===== config.mk =====
export PLATFORM = sky130hd
export DESIGN_NAME = fp_mul_pipe
export DESIGN_NICKNAME = d
export VERILOG_FILES = /design/src/rtl/fp_mul_pkg.sv /design/src/rtl/fp_classify.sv /design/src/rtl/fp_mul_pipe.sv
export SDC_FILE = /design/constraint.sdc
export NUM_CORES = 1
export LEC_CHECK = 0
export BUFFER_PORTS_ARGS = -buffer_cell sky130_fd_sc_hd__buf_4
export CAP_MARGIN = 20
export CORE_MARGIN = 2
export CORE_UTILIZATION = 31
export CTS_CLUSTER_SIZE = 16
export DETAILED_ROUTE_END_ITERATION = 16
export PLACE_DENSITY = 0.56
export SKIP_LAST_GASP = 1
export SLEW_MARGIN = 15
export SYNTH_ARGS = -nofsm -noshare
export SYNTH_HDL_FRONTEND = slang
export SYNTH_SLANG_ARGS = --single-unit

===== constraint.sdc =====
create_clock -name clk -period 6.7 [get_ports clk]
set_input_delay 0.67 -clock clk [delete_from_list [all_inputs] [get_ports clk]]
set_output_delay 0.67 -clock clk [all_outputs]
set_load 0.02 [all_outputs]

===== src/rtl/fp_mul_pkg.sv =====
// rtl/fp_mul_pkg.sv - shared constants, flag indices and operand classes for fp_mul_pipe
// Ports: none (package). Default-format constants plus helpers that derive
// BIAS/EMAX for any exponent width.
package fp_mul_pkg;

  localparam int EXP_W_DEF = 5;
  localparam int MAN_W_DEF = 10;

  localparam int BIAS   = (1 << (EXP_W_DEF - 1)) - 1;
  localparam int EMAX   = (1 << EXP_W_DEF) - 1;
  localparam int W      = 1 + EXP_W_DEF + MAN_W_DEF;
  localparam int PROD_W = 2 * MAN_W_DEF + 2;

  localparam int FLG_NV = 3;
  localparam int FLG_OF = 2;
  localparam int FLG_UF = 1;
  localparam int FLG_NX = 0;

  localparam logic RM_RNE = 1'b0;
  localparam logic RM_RTZ = 1'b1;

  typedef enum logic [1:0] {
    CLS_ZERO,
    CLS_NORM,
    CLS_INF,
    CLS_NAN
  } fp_cls_e;

  function automatic int bias_of(input int ew);
    return (1 << (ew - 1)) - 1;
  endfunction

  function automatic int emax_of(input int ew);
    return (1 << ew) - 1;
  endfunction

endpackage


===== src/rtl/fp_classify.sv =====
// rtl/fp_classify.sv - combinational operand unpack and classification
// Ports: op (packed {sign, exp, frac}) in; cls, sign, exp (biased), sig
// (significand with hidden bit) out. Subnormals are reported as zero.
module fp_classify
  import fp_mul_pkg::*;
#(
  parameter int EXP_W = 5,
  parameter int MAN_W = 10
) (
  input  logic [EXP_W+MAN_W:0] op,
  output fp_cls_e              cls,
  output logic                 sign,
  output logic [EXP_W-1:0]     exp,
  output logic [MAN_W:0]       sig
);

  logic [MAN_W-1:0] frac;

  assign sign = op[EXP_W+MAN_W];
  assign exp  = op[EXP_W+MAN_W-1:MAN_W];
  assign frac = op[MAN_W-1:0];

  always_comb begin
    cls = CLS_NORM;
    sig = {1'b1, frac};
    if (exp == '0) begin
      // Denormals-are-zero: the fraction is discarded, sign is kept.
      cls = CLS_ZERO;
      sig = '0;
    end else if (&exp) begin
      cls = (frac == '0) ? CLS_INF : CLS_NAN;
    end
  end

endmodule


===== src/rtl/fp_mul_pipe.sv =====
// rtl/fp_mul_pipe.sv - 4-stage IEEE-754 multiplier with global-stall valid/ready
// Ports: clk, rst_n (async low); in_valid/in_ready/in_a/in_b/in_rm/in_tag
// operand beat; out_valid/out_ready/out_res/out_flags {NV,OF,UF,NX}/out_tag.
module fp_mul_pipe
  import fp_mul_pkg::*;
#(
  parameter int EXP_W = 5,
  parameter int MAN_W = 10,
  parameter int TAG_W = 4
) (
  input  logic                 clk,
  input  logic                 rst_n,
  input  logic                 in_valid,
  output logic                 in_ready,
  input  logic [EXP_W+MAN_W:0] in_a,
  input  logic [EXP_W+MAN_W:0] in_b,
  input  logic                 in_rm,
  input  logic [TAG_W-1:0]     in_tag,
  output logic                 out_valid,
  input  logic                 out_ready,
  output logic [EXP_W+MAN_W:0] out_res,
  output logic [3:0]           out_flags,
  output logic [TAG_W-1:0]     out_tag
);

  localparam int PW = 2 * MAN_W + 2;
  localparam int XW = EXP_W + 2;
  localparam logic [XW-1:0] BIAS_X = XW'(bias_of(EXP_W));
  localparam logic [XW-1:0] EMAX_X = XW'(emax_of(EXP_W));
  localparam logic [EXP_W+MAN_W-1:0] INF_MAG  = {{EXP_W{1'b1}}, {MAN_W{1'b0}}};
  localparam logic [EXP_W+MAN_W-1:0] MAXF_MAG = {{(EXP_W-1){1'b1}}, 1'b0, {MAN_W{1'b1}}};
  localparam logic [EXP_W+MAN_W:0]   QNAN     = {1'b0, {EXP_W{1'b1}}, 1'b1, {(MAN_W-1){1'b0}}};

  // Every stage moves together; the output register is the only place a
  // result can wait, so a full output blocks the whole pipe.
  logic adv;
  assign adv      = ~out_valid | out_ready;
  assign in_ready = adv;

  fp_cls_e          cls_a, cls_b;
  logic             sa, sb;
  logic [EXP_W-1:0] ea, eb;
  logic [MAN_W:0]   siga, sigb;

  fp_classify #(.EXP_W(EXP_W), .MAN_W(MAN_W)) u_cls_a (
    .op(in_a), .cls(cls_a), .sign(sa), .exp(ea), .sig(siga)
  );
  fp_classify #(.EXP_W(EXP_W), .MAN_W(MAN_W)) u_cls_b (
    .op(in_b), .cls(cls_b), .sign(sb), .exp(eb), .sig(sigb)
  );

  logic c_nan, c_inf, c_zero;
  assign c_nan  = (cls_a == CLS_NAN) | (cls_b == CLS_NAN) |
                  ((cls_a == CLS_INF) & (cls_b == CLS_ZERO)) |
                  ((cls_a == CLS_ZERO) & (cls_b == CLS_INF));
  assign c_inf  = (cls_a == CLS_INF) | (cls_b == CLS_INF);
  assign c_zero = (cls_a == CLS_ZERO) | (cls_b == CLS_ZERO);

  // Stage registers. Special-case flags ride along so stage 4 can override.
  logic             s1_valid, s1_rm, s1_sign, s1_nan, s1_inf, s1_zero;
  logic [TAG_W-1:0] s1_tag;
  logic [XW-1:0]    s1_exp;
  logic [PW-1:0]    s1_prod;

  logic             s2_valid, s2_rm, s2_sign, s2_nan, s2_inf, s2_zero, s2_g, s2_s;
  logic [TAG_W-1:0] s2_tag;
  logic [XW-1:0]    s2_exp;
  logic [MAN_W:0]   s2_mant;

  logic             s3_valid, s3_rm, s3_sign, s3_nan, s3_inf, s3_zero, s3_nx;
  logic [TAG_W-1:0] s3_tag;
  logic [XW-1:0]    s3_exp;
  logic [MAN_W-1:0] s3_mant;

  // Normalise: product of two [1,2) significands lies in [1,4).
  logic [PW-1:0]  n_prod;
  logic [MAN_W:0] n_mant;
  logic           n_g, n_s;
  logic [XW-1:0]  n_exp;
  assign n_prod = s1_prod[PW-1] ? s1_prod : {s1_prod[PW-2:0], 1'b0};
  assign n_mant = n_prod[PW-1 -: MAN_W+1];
  assign n_g    = n_prod[PW-MAN_W-2];
  assign n_s    = |n_prod[PW-MAN_W-3:0];
  assign n_exp  = s1_exp + XW'(s1_prod[PW-1]);

  // Round: a carry out of the significand only happens from all-ones, so
  // the shifted-down value is exactly the hidden bit.
  logic           r_inc;
  logic [MAN_W+1:0] r_sum;
  logic [MAN_W:0] r_mant;
  logic [XW-1:0]  r_exp;
  assign r_inc  = (s2_rm == RM_RNE) & s2_g & (s2_s | s2_mant[0]);
  assign r_sum  = {1'b0, s2_mant} + (MAN_W+2)'(r_inc);
  assign r_mant = r_sum[MAN_W+1] ? r_sum[MAN_W+1:1] : r_sum[MAN_W:0];
  assign r_exp  = s2_exp + XW'(r_sum[MAN_W+1]);

  // Pack and resolve specials, highest priority first.
  logic [EXP_W+MAN_W:0] p_res;
  logic [3:0]           p_flags;
  always_comb begin
    p_res           = {s3_sign, s3_exp[EXP_W-1:0], s3_mant};
    p_flags         = '0;
    p_flags[FLG_NX] = s3_nx;
    if (s3_nan) begin
      p_res           = QNAN;
      p_flags         = '0;
      p_flags[FLG_NV] = 1'b1;
    end else if (s3_inf) begin
      p_res   = {s3_sign, INF_MAG};
      p_flags = '0;
    end else if (s3_zero) begin
      p_res   = {s3_sign, {(EXP_W+MAN_W){1'b0}}};
      p_flags = '0;
    end else if ($signed(s3_exp) >= $signed(EMAX_X)) begin
      p_res           = (s3_rm == RM_RTZ) ? {s3_sign, MAXF_MAG} : {s3_sign, INF_MAG};
      p_flags         = '0;
      p_flags[FLG_OF] = 1'b1;
      p_flags[FLG_NX] = 1'b1;
    end else if (s3_exp[XW-1] || (s3_exp == '0)) begin
      p_res           = {s3_sign, {(EXP_W+MAN_W){1'b0}}};
      p_flags         = '0;
      p_flags[FLG_UF] = 1'b1;
      p_flags[FLG_NX] = 1'b1;
    end
  end

  always_ff @(posedge clk or negedge rst_n) begin
    if (!rst_n) begin
      s1_valid <= 1'b0; s1_rm <= 1'b0; s1_sign <= 1'b0; s1_nan <= 1'b0;
      s1_inf <= 1'b0; s1_zero <= 1'b0; s1_tag <= '0; s1_exp <= '0; s1_prod <= '0;
      s2_valid <= 1'b0; s2_rm <= 1'b0; s2_sign <= 1'b0; s2_nan <= 1'b0;
      s2_inf <= 1'b0; s2_zero <= 1'b0; s2_g <= 1'b0; s2_s <= 1'b0;
      s2_tag <= '0; s2_exp <= '0; s2_mant <= '0;
      s3_valid <= 1'b0; s3_rm <= 1'b0; s3_sign <= 1'b0; s3_nan <= 1'b0;
      s3_inf <= 1'b0; s3_zero <= 1'b0; s3_nx <= 1'b0;
      s3_tag <= '0; s3_exp <= '0; s3_mant <= '0;
      out_valid <= 1'b0; out_res <= '0; out_flags <= '0; out_tag <= '0;
    end else if (adv) begin
      s1_valid <= in_valid;
      s1_rm    <= in_rm;
      s1_tag   <= in_tag;
      s1_sign  <= sa ^ sb;
      s1_nan   <= c_nan;
      s1_inf   <= c_inf;
      s1_zero  <= c_zero;
      s1_exp   <= {2'b00, ea} + {2'b00, eb} - BIAS_X;
      s1_prod  <= PW'(siga) * PW'(sigb);

      s2_valid <= s1_valid;
      s2_rm    <= s1_rm;
      s2_tag   <= s1_tag;
      s2_sign  <= s1_sign;
      s2_nan   <= s1_nan;
      s2_inf   <= s1_inf;
      s2_zero  <= s1_zero;
      s2_exp   <= n_exp;
      s2_mant  <= n_mant;
      s2_g     <= n_g;
      s2_s     <= n_s;

      s3_valid <= s2_valid;
      s3_rm    <= s2_rm;
      s3_tag   <= s2_tag;
      s3_sign  <= s2_sign;
      s3_nan   <= s2_nan;
      s3_inf   <= s2_inf;
      s3_zero  <= s2_zero;
      s3_exp   <= r_exp;
      s3_mant  <= r_mant[MAN_W-1:0];
      s3_nx    <= s2_g | s2_s;

      out_valid <= s3_valid;
      out_res   <= p_res;
      out_flags <= p_flags;
      out_tag   <= s3_tag;
    end
  end

endmodule

==> results of run 1 <==
## per-layer routing
metal  vias up  track usage, %  part of all wire [%]
met2       121            20.8                    44
met1      3346            19.1                    52
met5         -               0                     0
met3        28            2.36                   3.1
li1       3563               -                     -
met4         0            4.00                   1.6
## synth_stat cells, types with 2 or more instances
| library cell | instances |
|---|---|
| a21oi_2 | 2 |
| o21ai_0 | 58 |
| ha_1 | 75 |
| or4_1 | 2 |
| dfrtp_1 | 122 |
| o21ai_1 | 2 |
| nor2_2 | 2 |
| clkbuf_1 | 39 |
| a21oi_1 | 42 |
| o21a_1 | 4 |
| xnor2_1 | 16 |
| nor2_1 | 45 |
| a31oi_1 | 8 |
| or3_1 | 3 |
| o211ai_1 | 2 |
| mux2i_1 | 14 |
| nor3b_1 | 2 |
| fa_1 | 81 |
| nand4_1 | 5 |
| buf_1 | 10 |
| nand2_1 | 241 |
| nor3_1 | 3 |
| a211oi_1 | 2 |
| a21o_1 | 9 |
| and2_1 | 18 |
| nor2b_1 | 3 |
| nand2b_1 | 5 |
| nand3b_1 | 2 |
| o31ai_1 | 7 |
| xor2_1 | 18 |
| buf_2 | 5 |
| nand3_1 | 20 |
| and3_1 | 62 |
| nor4_1 | 8 |
| inv_1 | 109 |
| o311ai_0 | 2 |
## state kept, by name, summed over array words and instances (netlist names), 4 cells and up
signal,cells
out_tag,4
s2_tag,4
s1_exp,7
s3_mant,10
out_flags,4
s2_exp,7
s3_tag,4
s2_mant,11
s1_prod,22
s3_exp,7
out_res,16
s1_tag,4
## layout make-up
type	count	area [sq um]
fillers	3207	19500
multi-input cells	779	5850
flip-flops and latches	122	3050
repair buffers	76	571
clock buffers	26	519
well taps	396	495
inverters	110	413
clock inverters	2	35.0
diodes	1	2.50
## power by group through the flow
stage	registers [mW]	clock network [mW]	logic [mW]
global placement	1.35	0	2.74
floorplan	1.36	0	2.08
finish	1.34	0.852	2.76
CTS	1.35	0.872	2.80
detailed placement	1.36	0	2.78
global route	1.40	0.903	3.20
## layout by cell type, fill, tap and decap left out, types with 4 or more instances in the layout
master,instances
xnor2_1,16
o21a_1,4
nand2b_1,5
clkbuf_16,17
inv_1,109
fa_1,81
and2_1,18
nand4_1,5
nand2_1,241
nor2_1,45
dfrtp_1,122
ha_1,75
mux2i_1,14
and3_1,62
a21oi_1,42
buf_4,76
nand3_1,20
clkbuf_8,6
a21o_1,9
o31ai_1,7
nor4_1,8
a31oi_1,8
o21ai_0,58
xor2_1,18
## kinds of logic (layout without fill, tap and decap cells)
kind of cell,count (synthesis),after routing,synth area share [%]
and+or+nand+nor,425,425,20.3
AOI/OAI and AO/OA,149,149,9.40
buffers and inverters,166,214,6.72
DFF,122,122,32.0
xor gates and xnor gates,34,34,3.12
other,0,1,0
muxes,15,15,1.59
adders and majority gates,156,156,26.8
## path summary, 6_finish.rpt
path	slack [ns]	startpoint	to
max in group asynchronous	5.08	rst_n	s1_nan
min in group clk	0.46	in_tag[0]	s1_tag[0]
worst min register to register	0.46	s3_valid	s3_valid
worst max-delay path	0.58	in_b[12]	s1_prod[14]
worst max register to register	3.96	s2_s	s3_exp[6]
worst min-delay path	0.31	rst_n	out_res[3]
==> results.cfg, run 1 <==
[placed_design]
dp_cells = 1483
place_hpwl_microns = 15000
gp_congestion = 0.824
place_ws_ns = 0.130
io_buffers = 66
place_area_sq_mm = 0.0104

[clock_tree]
cts_tree = yes
clk_pin_slew_ns = 0.05
cts_max_level = 4
post_cts_resized = 0
insertion_delay_ns = 0.41
ctsLongestPathBuffers = 2
cts-root-buf = clkbuf_16
cts.hold.buffers_added = 0
cts_setup_buffers = 0
numCtsBuffers = 17
clock_sinks = 122

[cells_and_area]
drive_gt1_share_pct = 10.3
finalNonFillerCells = 1512
synthToLayoutAreaGrowth_pct = 14.8
final_nets = 1303
finish.utilization_pct = 36.0
final_area_sq_mm = 0.0109

[global_route]
grt_overflow_total = 0
grt_pass1_vias = 6974
grt_pass1_wl_microns = 34500
grt_util_all_layers_pct = 13.4
antenna_found_initial = 0
grt_start_max_net_pins = 97

[yosys]
ys_ff_latch = 122
synth_top_cell_by_area = dfrtp_1
async_reset_ff_share_pct = 100
ys_seq_area_share_pct = 32.0
synth_nets = 1264
synth_cell_type_count = 55
syn_avg_cell_area_sq_um = 8.94
synthCells = 1067
yosys.area.top_type_share_pct = 32.0
synth_edf_count = 0
syn_area_sq_mm = 0.00954
ys_top_cells_by_area = dfrtp_1 32%, fa_1 17%, ha_1 9.8%
yosys_warnings = 0
ys.flop_type = dfrtp_1

[setup_path]
cp_slowest_cell = fa_1
cp_max_fo = 30
critPathTopFamily = adder cells
cp-end-kind = register
worst-path-buf-inv = 4
max_stage_delay_ns = 0.53
rr_worst_depth = 12
cp-start-kind = input pin
arrival_ns = 6.37
path_common_cell = fa_1
critical_path_class = input pin to register
crit_chain = buf_4 -> or4_1 -> nor2_1 -> nor2_4 -> and2_1 -> nand2_1 -> fa_1 -> fa_1 -> fa_1 -> inv_1 -> fa_1 -> inv_1 -> fa_1 -> inv_1 -> ha_1 -> a21o_1 -> a31o_2 -> or3_1 -> o21ai_1 -> xor2_1 -> a21oi_1
cp.depth = 21
worst_ep_required_time_ns = 6.95

[power_and_ir_drop]
p_comb_share_pct = 55.7
power.density_mw_per_mm2 = 453
intPower_mw = 2.84
pwr-share-seq_pct = 27.1
clock_power_share_pct = 17.2
p_switching_mw = 2.11
peakVddDrop_mv = 0.237
cellLeakagePower_nw = 5.45
finalPower_mw = 4.96
p_sw_share_pct = 42.6

[floorplanning]
die_w_microns = 179
die_h_microns = 179
die_area_sq_mm = 0.0322
fp.coreArea_sq_mm = 0.0304
io_pins = 67
start_util_pct = 31.3
rows = 64

[timing]
worst_slack_ns = 0.580
timing.final.crit_share_pct = 91.3
holdWs_ns = 0.309
clock_skew_ns = 0.00609
fmax_mhz = 163
maxSlewViolCount = 0
rsz0062_at_grt = no
hold_violations = 0
slew_headroom_pct = 35.7
tns_ns = 0
period_minus_slack_ns = 6.12
setup_viol = 0
worst_pin_slew_ns = 0.965

[detailed_routing]
drt_iter0_drc = 360
ant_nets = 0
drc = 0
wl_per_cell_microns = 13.5
viasPerCell = 4.67
wirelength_microns = 20400
vias = 7058
drt_first_pass_iters = 4

[status]
status = complete, no violations

[min_path]
hold_class = input pin to async pin

[job]
maxCapViolCount = 0
Note: power is estimated with default switching activity, not from simulation.
==> run 2, diff against run 1 <==
==> constraint.sdc (replaced) <==
create_clock -name clk -period 6.7 [get_ports clk]
set_input_delay 1.005 -clock clk [delete_from_list [all_inputs] [get_ports clk]]
set_output_delay 1.005 -clock clk [all_outputs]
set_load 0.02 [all_outputs]
==> run 2 against run 1 <==
Effect of this change: clock skew rose by 0.0012 ns; die area did not move; register-to-register slack barely moved; routed wire length rose by 1.7%; highest routed layer unchanged; utilization rose by 0.35 points.
==> results.cfg, run 2 (synthesis results as in run 1) <==
[placed_design]
dp_cells = 1502
place_area_sq_mm = 0.0105
gp_congestion = 0.831
place_hpwl_microns = 15300
io_buffers = 66

[cells_and_area]
final_nets = 1322
ff_latch_area_sq_mm = 0.00305
layout_commonest_cell = nand2_1
drive_gt1_share_pct = 11.6
finalNonFillerCells = 1532
final_area_sq_mm = 0.0110
final_cell_mix = 241 x nand2_1, 122 x dfrtp_1, 109 x inv_1
synthToLayoutAreaGrowth_pct = 15.9
largest_registers = s1_prod (22), out_res (16), s2_mant (11)
largest_reg_flops = 22
multi_input_area_sq_mm = 0.00585
antenna_cells = 0
fillers = 3186
regMostFlops = s1_prod

[global_route]
grt_pass1_wl_microns = 35200
antenna_found_initial = 0
grt_overflow_total = 0
grt_util_all_layers_pct = 13.6
grt_start_max_net_pins = 97
grt_pass1_vias = 7051

[floorplanning]
rows = 64
die_area_sq_mm = 0.0322
io_pins = 67
die_h_microns = 179
die_w_microns = 179
start_util_pct = 31.3
fp.coreArea_sq_mm = 0.0304

[clock_tree]
ctsLongestPathBuffers = 2
insertion_delay_ns = 0.41
cts.hold.buffers_added = 0
numCtsBuffers = 17
cts_max_level = 4
cts-root-buf = clkbuf_16
clock_sinks = 122
post_cts_resized = 0
clk_pin_slew_ns = 0.05
cts_setup_buffers = 0
cts_tree = yes

[detailed_routing]
viasPerCell = 4.63
wirelength_microns = 20700
drc = 0
wl_per_cell_microns = 13.5
drt_first_pass_iters = 4
ant_nets = 0
drt_iter0_drc = 334
vias = 7100

[power_and_ir_drop]
power.density_mw_per_mm2 = 456
finalPower_mw = 5.04
peakVddDrop_mv = 0.236
cellLeakagePower_nw = 5.53

[timing]
setup_viol = 0
slew_headroom_pct = 33.9
clock_skew_ns = 0.00732
fmax_mhz = 158
worst_pin_slew_ns = 0.992
hold_violations = 0
timing.final.crit_share_pct = 94.2
period_minus_slack_ns = 6.31
rsz0062_at_grt = no
tns_ns = 0
maxSlewViolCount = 0

[setup_path]
arrival_ns = 6.61
cp_max_fo = 23
critical_path_class = input pin to register
cp-end-kind = register
cp-start-kind = input pin
worst_ep_required_time_ns = 7.00

[status]
status = complete, no violations

[min_path]
hold_class = register to register

[job]
maxCapViolCount = 0
-- run 2: cell count changes in the layout (fill, tap and decap cells not counted) --
| cell | change |
|---|---|
| diode_2 | -1 |
| buf_4 | +18 |
| bufinv_16 | -1 |
| clkbuf_8 | -3 |
| clkbuf_1 | +4 |
| buf_12 | +1 |
| clkinv_2 | +2 |
-- run 2: worst max-delay path: stages --
cell	delay, ns
buf_4	0.12
or4_1	0.52
nor2_1	0.24
nor2_4	0.17
and2_1	0.25
nand2_1	0.10
fa_1	0.44
fa_1	0.54
inv_1	0.06
fa_1	0.47
fa_1	0.54
inv_1	0.05
fa_1	0.52
inv_1	0.04
ha_1	0.31
a21oi_1	0.17
nand2_1	0.10
o211a_1	0.23
o21a_1	0.18
or3_1	0.31
a31o_1	0.23
-- run 2: worst paths after layout --
kind / startpoint / to / slack [ns] / cells past startpoint
max: in_b[12] / s1_prod[13] / 0.39 / 21
min: s3_valid / s3_valid / 0.46 / 2
max reg2reg: s2_s / s3_exp[6] / 3.96 / 12
min reg2reg: s3_valid / s3_valid / 0.46 / 2
max in group asynchronous: rst_n / out_tag[0] / 4.82 / 2
min in group asynchronous: rst_n / s3_mant[5] / 0.74 / 1
-- run 2: final cells by class --
class	count	area share [%]
Multi-Input combinational cell	779	53.0
Sequential cell	122	27.6
Timing Repair Buffer	95	6.57
Tap cell	396	4.48
Clock buffer	27	4.46
Inverter	110	3.74
Clock inverter	3	0.136
-- run 2: metal layers --
metal  vias up  GRT usage (%)  part of all wire, %  wire (microns)
met5         -              0                    0               0
met4         0           4.07                  1.3             264
met3        21           2.11                  4.3             883
met2       125           21.5                   45            9300
met1      3361           19.2                   50           10300
li1       3593              -                    -               -
-- run 2: power by group --
part	switching [mW]	internal [mW]	leakage, nW
combinational	1.60	1.30	3.80
sequential	0.256	1.09	1.48
clock	0.294	0.494	0.251
total	2.15	2.89	5.53
-- run 2: per-stage QoR --
| step | utilization, % | worst slack, ns | hold slack (ns) |
|---|---|---|---|
| CTS | 36.3 | 0.411 | 0.463 |
| global route | 36.3 | 0.159 | 0.490 |
| global placement | 34.6 | -0.00977 | 0.447 |
| detailed placement | 34.6 | -0.0253 | 0.452 |
| finish | 36.3 | 0.390 | 0.455 |
| floorplan | - | 0.290 | 0.430 |
